`src/rtl/fwd_hazard_ctrl.sv`:
```
`default_nettype none
// ============================================================================
//  Module      : fwd_hazard_ctrl
//  Description : Forwarding and load-use hazard controller for a 5-stage
//                RISC-V pipeline. Drives the EX-stage operand mux selects,
//                stalls the front end on load-use hazards and freezes all
//                state while data memory is busy.
//  Revision    : 1.0 - initial release
// ============================================================================
module fwd_hazard_ctrl #(
    parameter int REG_ADDR_W = 5,
    parameter int CNT_W      = 16
) (
    input  logic                  clk_i,
    input  logic                  rst_i,
    input  logic                  id_valid_i,
    input  logic [REG_ADDR_W-1:0] id_rs1_i,
    input  logic [REG_ADDR_W-1:0] id_rs2_i,
    input  logic                  id_uses_rs1_i,
    input  logic                  id_uses_rs2_i,
    input  logic [REG_ADDR_W-1:0] id_rd_i,
    input  logic                  id_reg_write_i,
    input  logic                  id_mem_read_i,
    input  logic                  mem_busy_i,
    output logic [1:0]            fwd_sel_a_o,
    output logic [1:0]            fwd_sel_b_o,
    output logic                  stall_o,
    output logic                  freeze_o,
    output logic [CNT_W-1:0]      stall_count_o
);

    // Operand mux encodings; 2'b11 is never produced.
    localparam logic [1:0]            SEL_RF    = 2'b00;
    localparam logic [1:0]            SEL_EXMEM = 2'b01;
    localparam logic [1:0]            SEL_MEMWB = 2'b10;
    localparam logic [REG_ADDR_W-1:0] REG_X0    = '0;
    localparam logic [CNT_W-1:0]      CNT_MAX   = '1;
    localparam logic [CNT_W-1:0]      CNT_ONE   = {{(CNT_W-1){1'b0}}, 1'b1};

    // Destination-register state of the instruction occupying a stage.
    typedef struct packed {
        logic                  valid;
        logic [REG_ADDR_W-1:0] rd;
        logic                  reg_write;
        logic                  mem_read;
    } trk_t;

    localparam trk_t TRK_BUBBLE = '0;

    trk_t             ex_q,    ex_d;
    trk_t             mem_q,   mem_d;
    logic [1:0]       sel_a_q, sel_a_d;
    logic [1:0]       sel_b_q, sel_b_d;
    logic [CNT_W-1:0] cnt_q,   cnt_d;

    logic       w_ex_cand;
    logic       w_mem_cand;
    logic       w_ex_hit_rs1;
    logic       w_ex_hit_rs2;
    logic       w_mem_hit_rs1;
    logic       w_mem_hit_rs2;
    logic       w_load_use;
    logic       w_freeze;
    logic       w_stall;
    logic [1:0] w_sel_a;
    logic [1:0] w_sel_b;

    // A stage can only supply a value if it really writes a non-x0 register.
    always_comb begin
        w_ex_cand  = ex_q.valid  && ex_q.reg_write  && (ex_q.rd  != REG_X0);
        w_mem_cand = mem_q.valid && mem_q.reg_write && (mem_q.rd != REG_X0);
    end

    // Per-source match against each stage; unused sources never match.
    always_comb begin
        w_ex_hit_rs1  = w_ex_cand  && id_uses_rs1_i && (id_rs1_i == ex_q.rd);
        w_ex_hit_rs2  = w_ex_cand  && id_uses_rs2_i && (id_rs2_i == ex_q.rd);
        w_mem_hit_rs1 = w_mem_cand && id_uses_rs1_i && (id_rs1_i == mem_q.rd);
        w_mem_hit_rs2 = w_mem_cand && id_uses_rs2_i && (id_rs2_i == mem_q.rd);
    end

    // Load in EX feeding a source in ID cannot be forwarded in time; freeze
    // dominates so no stall is reported while memory is busy.
    always_comb begin
        w_load_use = id_valid_i && ex_q.mem_read && (w_ex_hit_rs1 || w_ex_hit_rs2);
        w_freeze   = mem_busy_i;
        w_stall    = w_load_use && !w_freeze;
    end

    // Select for the instruction about to enter EX; the EX stage holds the
    // newer value, so it wins over MEM.
    always_comb begin
        if (w_ex_hit_rs1) begin
            w_sel_a = SEL_EXMEM;
        end else if (w_mem_hit_rs1) begin
            w_sel_a = SEL_MEMWB;
        end else begin
            w_sel_a = SEL_RF;
        end

        if (w_ex_hit_rs2) begin
            w_sel_b = SEL_EXMEM;
        end else if (w_mem_hit_rs2) begin
            w_sel_b = SEL_MEMWB;
        end else begin
            w_sel_b = SEL_RF;
        end
    end

    // Next-state: advance trackers unless frozen, bubble EX on stall or empty ID.
    always_comb begin
        ex_d    = ex_q;
        mem_d   = mem_q;
        sel_a_d = sel_a_q;
        sel_b_d = sel_b_q;
        cnt_d   = cnt_q;

        if (!w_freeze) begin
            mem_d = ex_q;

            if (w_stall || !id_valid_i) begin
                ex_d    = TRK_BUBBLE;
                sel_a_d = SEL_RF;
                sel_b_d = SEL_RF;
            end else begin
                ex_d.valid     = 1'b1;
                ex_d.rd        = id_rd_i;
                ex_d.reg_write = id_reg_write_i;
                ex_d.mem_read  = id_mem_read_i;
                sel_a_d        = w_sel_a;
                sel_b_d        = w_sel_b;
            end

            if (w_stall && (cnt_q != CNT_MAX)) begin
                cnt_d = cnt_q + CNT_ONE;
            end
        end
    end

    // State registers; reset takes precedence over a concurrent freeze.
    always_ff @(posedge clk_i) begin
        if (rst_i) begin
            ex_q    <= TRK_BUBBLE;
            mem_q   <= TRK_BUBBLE;
            sel_a_q <= SEL_RF;
            sel_b_q <= SEL_RF;
            cnt_q   <= '0;
        end else begin
            ex_q    <= ex_d;
            mem_q   <= mem_d;
            sel_a_q <= sel_a_d;
            sel_b_q <= sel_b_d;
            cnt_q   <= cnt_d;
        end
    end

    // Output mapping.
    always_comb begin
        fwd_sel_a_o   = sel_a_q;
        fwd_sel_b_o   = sel_b_q;
        stall_o       = w_stall;
        freeze_o      = w_freeze;
        stall_count_o = cnt_q;
    end

endmodule
`default_nettype wire

```
`config.mk`:
```
export PLATFORM = sky130hd
export DESIGN_NAME = fwd_hazard_ctrl
export DESIGN_NICKNAME = d
export VERILOG_FILES = /design/src/rtl/fwd_hazard_ctrl.sv
export SDC_FILE = /design/constraint.sdc
export NUM_CORES = 1
export LEC_CHECK = 0
export BUFFER_PORTS_ARGS = -buffer_cell sky130_fd_sc_hd__buf_2
export CORE_ASPECT_RATIO = 1.75
export CORE_MARGIN = 4
export CORE_UTILIZATION = 53
export CTS_CLUSTER_DIAMETER = 100
export DETAILED_ROUTE_END_ITERATION = 12
export GPL_TIMING_DRIVEN = 0
export PLACE_DENSITY = 0.79
export SETUP_SLACK_MARGIN = 0.1
export SLEW_MARGIN = 20
export SYNTH_ARGS = -nofsm -noshare
export SYNTH_HDL_FRONTEND = slang
export SYNTH_SLANG_ARGS = --single-unit
```
`constraint.sdc`:
```
create_clock -name clk_i -period 2.4 [get_ports clk_i]
set_input_delay 0.24 -clock clk_i [delete_from_list [all_inputs] [get_ports clk_i]]
set_output_delay 0.24 -clock clk_i [all_outputs]
set_load 0.005 [all_outputs]
```
==> results.ini, run 1 <==
[timing]
max_clock_freq_mhz=451
finalSetupViolations=0
final_max_slew_viol_count=0
fin_hold_ws_ps=188
finalWorstSetupSlack_ps=183
min_period_ps=2220
worstMarginPinSlew_ps=697
grt_setup_unrepaired=no
fin_setup_tns_ps=0
finalCritPeriodShare_pct=92.4
hold_violations=0
skew_ps=6.02
slew_headroom_pct=53.1

[power]
power_leakage_nw=0.853
pwr_density_cell_mw_per_mm2=496
combPwrFrac_pct=9.0
p_switching_mw=0.267
sw_frac_of_total_pct=23.7
clockPowerShare_pct=37.7
peakVddDrop_mv=0.497
power_frac_seq_pct=53.3
intPower_mw=0.861

[drt]
wl_per_cell_microns=15.3
num_vias=1785
ant_nets=0
drc=0
vias_per_cell=5.65
dr.pass1.iters=4
routed_wl_microns=4830
first_iter_violations=45

[synth]
synth_nets=244
synth_warnings=0
ys_seq_elements=35
synthesis.area_sq_mm=0.00190
avgSynthCellArea_sq_um=8.64
ys_types=40
postSynthCellCount=220
seq_area_frac_synth_pct=36.9

[placed_design]
port_buffers=44
dp_hpwl_microns=3650
place_area_sq_mm=0.00218
dp_slack_ps=204
place.gp.congestion=0.842

[setup_path]
crit_buf_inv=3
critPathKind=register to output port
worst-path-stages=7
path_cells=xnor2_1, nand4_1, o22a_2, buf_4, clkbuf_2, nor2_1, buf_2
r2r_end=stall_count_o[13]
critical-path-top-delay-family=buffers and inverters
end_kind=output port
cp.required_ps=2160
r2r_cells=7
r2r_start=stall_count_o[1]
reg2reg_slack_ps=240
cp-start-kind=register
critPathMaxFanout=10
worst_path_largest_cell_delay_ps=410
worstPathArrival_ps=1980
worst_path_max_delay_cell=dfxtp_2

[grt]
antenna_found_initial=0
met1_usage_pct=22.7
met3_usage_pct=4.63
grt_pass1_vias=1783
grt_usage_pct=22.3
grtUsageMet2_pct=40.7
grt_busiest_layer=met2
grt_max_degree=11
grt_pass1_wl_microns=7810
grt.overflow.total=0

[layout]
stdcell_area_sq_mm=0.00228
syn_to_final_growth_pct=19.7
drive_gt1_share_pct=27.3
num_antenna_cells=0
fin_nets=295

[floorplan]
fp.dieW_microns=53.3
num_rows=28
fp.dieH_microns=87.2
ios=45
core_sq_mm=0.00343
die_area_sq_mm=0.00465
initial_core_util_pct=55.4

[cts]
path_clk_slew_ps=70
htree_levels=2
clk_latency_ps=280
numCtsBuffers=5
clockBufferDepth=2
clock_sinks=35
cts_root_buf=clkbuf_8
cts_setup_buffers=0
cts_tree=done
hold_buffers=0

[hold_path]
hold_end=ex_q[2]
hold_path.class=input pin to register
holdPathStages=3
min-delay-start=id_rd_i[0]

[run]
drv_cap=0

[status]
outcome=finished, final reports clean

metrics by stage:
step	power, mW	utilization (%)	cells
3_3_place_gp	0.712	63.4	309
6_report	1.13	66.3	316
5_1_grt	1.17	66.3	316
3_5_place_dp	0.715	63.4	309
4_1_cts	1.14	66.1	316
2_1_floorplan	0.672	-	220
cell usage after synthesis:
master / instances / share of area [%]
a211oi_4: 1 / 1.1
a21oi_1: 13 / 3.4
a22oi_1: 2 / 0.79
and2_1: 1 / 0.33
and4_1: 1 / 0.46
buf_1: 2 / 0.40
buf_4: 2 / 0.79
buf_6: 2 / 1.2
clkbuf_1: 4 / 0.79
dfxtp_1: 35 / 37
ha_1: 1 / 0.66
inv_1: 7 / 1.4
mux2_1: 1 / 0.59
mux2_4: 3 / 2.4
mux2i_1: 9 / 4.7
nand2_1: 25 / 4.9
nand2b_1: 2 / 0.66
nand3_1: 10 / 2.6
nand3_2: 1 / 0.53
nand4_1: 5 / 1.6
nand4b_1: 1 / 0.46
nor2_1: 18 / 3.6
nor2_2: 1 / 0.33
nor2b_1: 4 / 1.3
nor3_1: 2 / 0.53
nor3b_1: 2 / 0.79
nor3b_2: 1 / 0.66
nor4_1: 8 / 2.6
nor4_2: 1 / 0.66
o21a_1: 1 / 0.40
o21ai_0: 9 / 2.4
o21ai_4: 1 / 0.86
o22a_2: 1 / 0.53
o31ai_1: 11 / 4.3
o41ai_1: 1 / 0.46
or4_1: 9 / 3.6
or4_4: 1 / 0.59
or4b_1: 1 / 0.53
xnor2_1: 12 / 5.5
xor2_1: 8 / 3.7
cell type report:
cell class                 instances  area [sq um]
clock buffer                       6          82.6
buffer                            10          61.3
sequential                        35           708
fill                             314          1160
inverter                           7          26.3
clock inverter                     1          5.00
timing repair buffer              44           220
multi-input combinational        168          1120
tap                               45          56.3
power by group through the flow:
stage | clock, mW | combinational, mW | sequential (mW)
after floorplan | 0 | 0.0622 | 0.610
after global routing | 0.452 | 0.112 | 0.603
after CTS | 0.434 | 0.101 | 0.601
after global placement | 0 | 0.0983 | 0.614
after detailed placement | 0 | 0.100 | 0.614
final | 0.426 | 0.101 | 0.602
kinds of logic after synthesis:
logic type | count (synthesis) | share of synthesized area (%)
AO/OA/AOI/OAI | 40 | 14.2
AND/OR/NAND/NOR | 94 | 26.8
buffers and inverters | 17 | 4.54
flip-flops | 35 | 36.9
XOR/XNOR | 20 | 9.22
multiplexers | 13 | 7.70
adder cells (fa/ha/maj) | 1 | 0.658
placed cells by master (no fill, tap or decap), types with 5 or more instances in the layout:
cell type / Yosys / final
buf_2: 0 / 44
nor4_1: 8 / 8
nand3_1: 10 / 10
nand4_1: 5 / 5
xnor2_1: 12 / 12
inv_1: 7 / 7
clkbuf_8: 0 / 6
or4_1: 9 / 9
mux2i_1: 9 / 9
o31ai_1: 11 / 11
dfxtp_1: 35 / 29
a21oi_1: 13 / 13
o21ai_0: 9 / 9
xor2_1: 8 / 8
nand2_1: 25 / 25
dfxtp_2: 0 / 6
nor2_1: 18 / 18
worst max path at each step:
stage	start	endpoint	slack, ps
3_5_place_dp	stall_count_o[0]	stall_count_o[13]	200
3_3_place_gp	stall_count_o[0]	stall_count_o[13]	220
6_report	ex_q[6]	stall_o	180
4_1_cts	ex_q[5]	stall_o	130
5_1_grt	stall_count_o[1]	stall_count_o[7]	110
2_1_floorplan	stall_count_o[0]	stall_count_o[13]	380
routing by layer:
layer  vias up  routed length, microns
li1        896                       -
met1       822                    1810
met2        54                    2640
met3        13                     221
met4         0                     153
met5         -                       0
state kept, by name, indices dropped and copies added (netlist names):
name           cells
fwd_sel_b_o        2
fwd_sel_a_o        2
stall_count_o     16
mem_q              7
ex_q               8
worst min-delay path, cell delays in order:
cell and delay [ps]:
buf_2 90, nand2_1 40, o21ai_0 60
what timing repair did:
action	CTS	global route
resized for setup	3	5
pin swaps	0	1
cloned	0	0
setup endpoints to repair	1	4
(Power assumes the default switching activity.)
==> run 2, diff against run 1 <==
- ABC_AREA: unset -> 1
- CORE_UTILIZATION: 53 -> 59
- PLACE_DENSITY: 0.79 -> 0.85
- clock period: 2.4 -> 2.57 ns (I/O delays scaled with it)
==> run 2 against run 1 <==
  * Sequential share of layout area down 3.7 points
  * Non-clock buffer count up 2
  * Setup slack better by 240 ps
  * Cell count up 35%
  * Core utilization up 7.5 points
  * Critical path type unchanged
  * Area after synthesis up 14%
  * Cell area up 12%
==> results.ini, run 2 <==
[setup_path]
critPathMaxFanout=10  ; unchanged
worst_path_largest_cell_delay_ps=390  ; was 410 ps
crit_buf_inv=4  ; was 3
path_cells=inv_2, a21oi_1, nand2_1, nor2_1, nand3_1, nand2_4, nand2_2, buf_4, inv_1, buf_2  ; was xnor2_1, nand4_1, o22a_2, buf_4, clkbuf_2, nor2_1, buf_2
r2r_cells=9  ; was 7
worstPathArrival_ps=1890  ; was 1980 ps
critPathKind=register to output port  ; unchanged
cp.required_ps=2310  ; was 2160 ps
worst-path-stages=10  ; was 7
cp-start-kind=register  ; unchanged
critical-path-top-delay-family=simple AND/OR/NAND/NOR gates  ; was buffers and inverters
worst_path_max_delay_cell=dfxtp_1  ; was dfxtp_2
end_kind=output port  ; unchanged

[floorplan]
fp.dieW_microns=53.8  ; was 53.3 microns
die_area_sq_mm=0.00475  ; was 0.00465 sq mm
ios=45  ; unchanged
num_rows=28  ; unchanged
initial_core_util_pct=62.6  ; was 55.4%
core_sq_mm=0.00347  ; was 0.00343 sq mm
fp.dieH_microns=88.2  ; was 87.2 microns

[placed_design]
place.gp.congestion=0.895  ; was 0.842
dp_hpwl_microns=4340  ; was 3650 microns
place_area_sq_mm=0.00244  ; was 0.00218 sq mm
port_buffers=43  ; was 44

[timing]
min_period_ps=2150
finalSetupViolations=0  ; unchanged
finalCritPeriodShare_pct=83.5
worstMarginPinSlew_ps=704  ; was 697 ps
skew_ps=8.12  ; was 6.02 ps
grt_setup_unrepaired=no  ; unchanged
final_max_slew_viol_count=0  ; unchanged
hold_violations=0  ; unchanged
max_clock_freq_mhz=466
fin_setup_tns_ps=0  ; unchanged
slew_headroom_pct=53.1  ; about the same

[cts]
cts_setup_buffers=0  ; unchanged
cts_resized=0  ; was 3
cts_root_buf=clkbuf_8  ; unchanged
cts_tree=done  ; unchanged
numCtsBuffers=5  ; unchanged
clock_sinks=35  ; unchanged
htree_levels=2  ; unchanged
clk_latency_ps=290  ; was 280 ps
clockBufferDepth=2  ; unchanged
path_clk_slew_ps=80  ; was 70 ps
hold_buffers=0  ; unchanged

[grt]
grt.overflow.total=0  ; unchanged
antenna_found_initial=0  ; unchanged
grt_max_degree=12  ; was 11
grt_pass1_vias=2104  ; was 1783
grt_usage_pct=25.3  ; was 22.3%
grt_pass1_wl_microns=8760  ; was 7810 microns

[drt]
vias_per_cell=5.35  ; was 5.65
ant_nets=0  ; unchanged
routed_wl_microns=5600  ; was 4830 microns
dr.pass1.iters=4  ; unchanged
wl_per_cell_microns=13.1  ; was 15.3 microns
num_vias=2280  ; was 1785
drc=0  ; unchanged
first_iter_violations=71  ; was 45

[layout]
layout_common_cells=nand2_1, buf_2, inv_1, dfxtp_1, nor2_1  ; was buf_2, dfxtp_1, nand2_1
fill_cells=308  ; was 314
fin_nets=404  ; was 295
syn_to_final_growth_pct=17.9  ; was 19.7%
stdcell_area_sq_mm=0.00256  ; was 0.00228 sq mm
final_common_cell=nand2_1  ; was buf_2
drive_gt1_share_pct=22.0  ; was 27.3%
largest_reg_flops=16  ; unchanged
num_antenna_cells=0  ; unchanged

[synth]
synth_nets=354  ; was 244
synth_commonest_cells=nand2_1, dfxtp_1, inv_1  ; was dfxtp_1, nand2_1, nor2_1
synthesis.area_sq_mm=0.00217  ; was 0.00190 sq mm
synth.most_common_cell=nand2_1  ; was dfxtp_1
ys_types=27  ; was 40
ys_seq_elements=35  ; unchanged
synth-edff-count=0  ; unchanged
seq_area_frac_synth_pct=32.3  ; was 36.9%
yosys-top-cells-area=dfxtp_1, nand2_1, inv_1, a21oi_1, nand3_1  ; was dfxtp_1, xnor2_1, nand2_1, mux2i_1, o31ai_1
yosysTopAreaCell=dfxtp_1  ; unchanged
synthArstFlopShare_pct=0  ; unchanged
ys.flop_type=dfxtp_1  ; unchanged
synth_top_area_share_pct=32.3  ; was 36.9%
synth_warnings=0  ; unchanged
avgSynthCellArea_sq_um=6.57  ; was 8.64 sq um
postSynthCellCount=330  ; was 220

[hold_path]
hold_path.class=input pin to register  ; unchanged
holdPathStages=3  ; unchanged

[power]
power_leakage_nw=1.22  ; was 0.853 nW
peakVddDrop_mv=0.439  ; was 0.497 mV
pwr_density_cell_mw_per_mm2=467  ; was 496 mW/mm^2

[run]
drv_cap=0  ; unchanged

[status]
outcome=finished, final reports clean  ; unchanged

==> run 2: logic make-up (layout without fill, tap and decap cells) <==
| logic type | Yosys count | count (layout) | synth area share [%] |
|---|---|---|---|
| flops | 35 | 35 | 32.3 |
| xor+xnor | 13 | 13 | 5.25 |
| simple gates | 184 | 184 | 39.6 |
| buf+inv | 52 | 103 | 10.6 |
| compound gates | 45 | 45 | 11.8 |
| fa+ha+maj | 1 | 1 | 0.577 |
==> run 2: cell type report <==
| cell class | count | area, sq um | area share [%] |
|---|---|---|---|
| Sequential cell | 35 | 701 | 27.4 |
| Multi-Input combinational cell | 243 | 1240 | 48.5 |
| Clock buffer | 6 | 82.6 | 3.23 |
| Timing Repair Buffer | 43 | 215 | 8.41 |
| Tap cell | 45 | 56.3 | 2.20 |
| Clock inverter | 2 | 35.0 | 1.37 |
| Inverter | 39 | 146 | 5.72 |
| Buffer | 13 | 82.6 | 3.23 |
==> run 2: through the flow <==
stage	hold slack, ps	total power [mW]	setup WS (ps)	std cells	util, %
2_1_floorplan	417	0.642	980	330	-
3_3_place_gp	441	0.683	761	418	70.4
3_5_place_dp	455	0.686	743	418	70.4
4_1_cts	225	1.20	441	426	73.8
5_1_grt	244	1.24	262	426	73.8
6_report	223	1.19	424	426	73.8
==> run 2: worst paths after layout <==
check | startpoint | to | slack (ps)
worst max register to register | stall_count_o[0] | stall_count_o[2] | 700
worst min-delay path | id_rd_i[4] | ex_q[6] | 220
worst min register to register | fwd_sel_b_o[0] | fwd_sel_b_o[0] | 460
worst max-delay path | ex_q[5] | stall_o | 420
==> run 2: report_power, final <==
part	internal, mW	switching, mW
Clock	0.314	0.207
Sequential	0.553	0.0112
Combinational	0.0427	0.0668
Total	0.910	0.285
==> run 2: per-layer routing <==
metal	vias up	track usage, %	share of wire [%]	wire [microns]
li1	1154	-	-	-
met1	1038	23.5	36	2030
met2	67	48.0	55	3080
met3	21	3.71	4.5	250
met4	0	15.8	4.4	245
met5	-	0	0	0
==> run 2: worst min-delay path, delay by kind of cell <==
family                 cells  cell delay (ps)
buffers and inverters      1              100
AND/OR/NAND/NOR            1               60
AO/OA/AOI/OAI              1               50
==> run 3, diff against run 2 <==
- ABC_AREA: 1 -> 0
- CORE_UTILIZATION: 59 -> 53
- PLACE_DENSITY: 0.85 -> 0.79
- clock period: 2.57 -> 2.2 ns (I/O delays scaled with it)
==> run 3 against run 2 <==
  * Sequential power up 15%
  * Wire length decreased by 12%
  * Global-route usage shrank 2.5 points
  * Register-to-register slack lost 510 ps
  * Combinational power is essentially flat
  * Sequential share of layout area grew 3.7 points
  * Critical path type unchanged
  * Largest cell class unchanged
==> results.ini, run 3 (synthesis results as in run 1) <==
[power]
power_leakage_nw=0.873  ; was 1.22 nW
peakVddDrop_mv=0.538  ; was 0.439 mV
pwr_density_cell_mw_per_mm2=525  ; was 467 mW/mm^2

[floorplan]
core_sq_mm=0.00343  ; was 0.00347 sq mm
fp.dieH_microns=87.2  ; was 88.2 microns
num_rows=28  ; unchanged
ios=45  ; unchanged
die_area_sq_mm=0.00465  ; was 0.00475 sq mm
fp.dieW_microns=53.3  ; was 53.8 microns
initial_core_util_pct=55.4  ; was 62.6%

[timing]
fin_setup_tns_ps=0  ; unchanged
min_period_ps=2070
final_max_slew_viol_count=0  ; unchanged
worstMarginPinSlew_ps=689  ; was 704 ps
skew_ps=4.01  ; was 8.12 ps
hold_violations=0  ; unchanged
finalCritPeriodShare_pct=94.0
finalWorstSetupSlack_ps=132  ; was 424 ps
finalSetupViolations=0  ; unchanged
grt_setup_unrepaired=yes  ; was no
max_clock_freq_mhz=484
slew_headroom_pct=53.7  ; was 53.1%

[layout]
drive_gt1_share_pct=30.2  ; was 22.0%
layout_common_cells=buf_2, dfxtp_1, nand2_1  ; was nand2_1, buf_2, inv_1, dfxtp_1, nor2_1
fill_cells=303  ; was 308
num_antenna_cells=0  ; unchanged
syn_to_final_growth_pct=22.9  ; was 17.9%
largest_reg_flops=16  ; unchanged
final_common_cell=buf_2  ; was nand2_1
final_util_pct=68.0  ; was 73.8%
fin_nets=299  ; was 404
instances_no_fill=320  ; was 426

[drt]
routed_wl_microns=4950  ; was 5600 microns
wl_per_cell_microns=15.5  ; was 13.1 microns
first_iter_violations=29  ; was 71
ant_nets=0  ; unchanged
dr.pass1.iters=4  ; unchanged
vias_per_cell=5.64  ; was 5.35
drc=0  ; unchanged
num_vias=1804  ; was 2280

[setup_path]
timing.critical_path.mode_cell=buf_4
critPathLaunch=ex_q[3]  ; was ex_q[5]
worst-path-stages=7  ; was 10
worst_path_largest_cell_delay_ps=370  ; was 390 ps
worstPathArrival_ps=1850  ; was 1890 ps
crit_buf_inv=3  ; was 4
critPathKind=register to output port  ; unchanged
critical-path-top-delay-family=buffers and inverters  ; was simple AND/OR/NAND/NOR gates
cp.required_ps=1980  ; was 2310 ps
critPathMaxFanout=10  ; unchanged
r2r_cells=6  ; was 9
path_cells=xnor2_1, nand4_1, o22a_2, buf_4, buf_4, nor2_1, buf_2  ; was inv_2, a21oi_1, nand2_1, nor2_1, nand3_1, nand2_4, nand2_2, buf_4, inv_1, buf_2
r2r_end=ex_q[0]  ; was stall_count_o[2]
r2r_start=ex_q[3]  ; was stall_count_o[0]
end_kind=output port  ; unchanged
reg2reg_slack_ps=190  ; was 700 ps
cp-start-kind=register  ; unchanged
worst_path_max_delay_cell=dfxtp_4  ; was dfxtp_1
endpoint=stall_o  ; unchanged

[cts]
clk_latency_ps=280  ; was 290 ps
numCtsBuffers=5  ; unchanged
clock_sinks=35  ; unchanged
cts_tree=done  ; unchanged
path_clk_slew_ps=70  ; was 80 ps
hold_buffers=0  ; unchanged
clockBufferDepth=2  ; unchanged
htree_levels=2  ; unchanged
cts_root_buf=clkbuf_8  ; unchanged

[placed_design]
place_inst=309  ; was 418
place.gp.congestion=0.842  ; was 0.895
dp_slack_ps=3.61  ; was 743 ps
port_buffers=44  ; was 43
dp_hpwl_microns=3650  ; was 4340 microns

[grt]
grt_max_degree=11  ; was 12
grt_usage_pct=22.8  ; was 25.3%
antenna_found_initial=0  ; unchanged
grt.overflow.total=0  ; unchanged
grt_pass1_vias=1826  ; was 2104
grt_pass1_wl_microns=7960  ; was 8760 microns

[status]
outcome=finished, final reports clean  ; unchanged

[hold_path]
holdPathStages=3  ; unchanged
hold_path.class=input pin to register  ; unchanged

[run]
drv_cap=0  ; unchanged

run 3: power breakdown:
| part | switching [mW] | internal, mW |
|---|---|---|
| clock network | 0.217 | 0.245 |
| registers | 0.0131 | 0.638 |
| logic | 0.0603 | 0.0527 |
run 3: layout make-up:
type / count / area (sq um) / share of cell area, %
buffer: 10 / 63.8 / 2.73
clock buffer: 6 / 82.6 / 3.54
clock inverter: 1 / 5.00 / 0.214
inverter: 7 / 26.3 / 1.12
multi-input combinational: 168 / 1130 / 48.3
sequential: 35 / 726 / 31.1
tap: 45 / 56.3 / 2.41
timing repair buffer: 48 / 248 / 10.6
run 3: worst register-to-register path, stage by stage (launching register included):
cell	delay, ps
dfxtp_4	370
xnor2_1	170
nand4_1	160
buf_4	170
nor4_1	580
o21a_1	320
o21ai_0	130
run 3: routing by layer:
layer  routed length [microns]  share of wire (%)  track usage [%]
met2                      2710                 55             41.3
met5                         0                  0                0
met3                       226                4.6             4.80
met1                      1840                 37             22.9
met4                       172                3.5             12.3
run 3: worst min-delay path by stage:
stage / slack (ps) / end / startpoint
after floorplan: 360 / ex_q[0] / id_mem_read_i
after global placement: 430 / fwd_sel_b_o[1] / fwd_sel_b_o[1]
after detailed placement: 440 / fwd_sel_a_o[1] / fwd_sel_a_o[1]
after CTS: 170 / ex_q[2] / id_rd_i[0]
after global routing: 200 / ex_q[4] / id_rd_i[2]
final: 170 / ex_q[2] / id_rd_i[0]
run 3: what timing repair did:
action	in CTS	in global routing
resized for setup	10	11
pin swaps	2	4
endpoints found under the setup margin	14	15
hold endpoints to repair	0	0
cloned	0	1
setup buffers	2	1
run 3: through the flow:
step / hold slack [ps] / area (sq um) / total power [mW]
CTS: 167 / 2300 / 1.24
detailed placement: 436 / 2180 / 0.780
finish: 169 / 2340 / 1.23
global route: 200 / 2340 / 1.27
floorplan: 360 / 1900 / 0.733
global placement: 432 / 2180 / 0.777
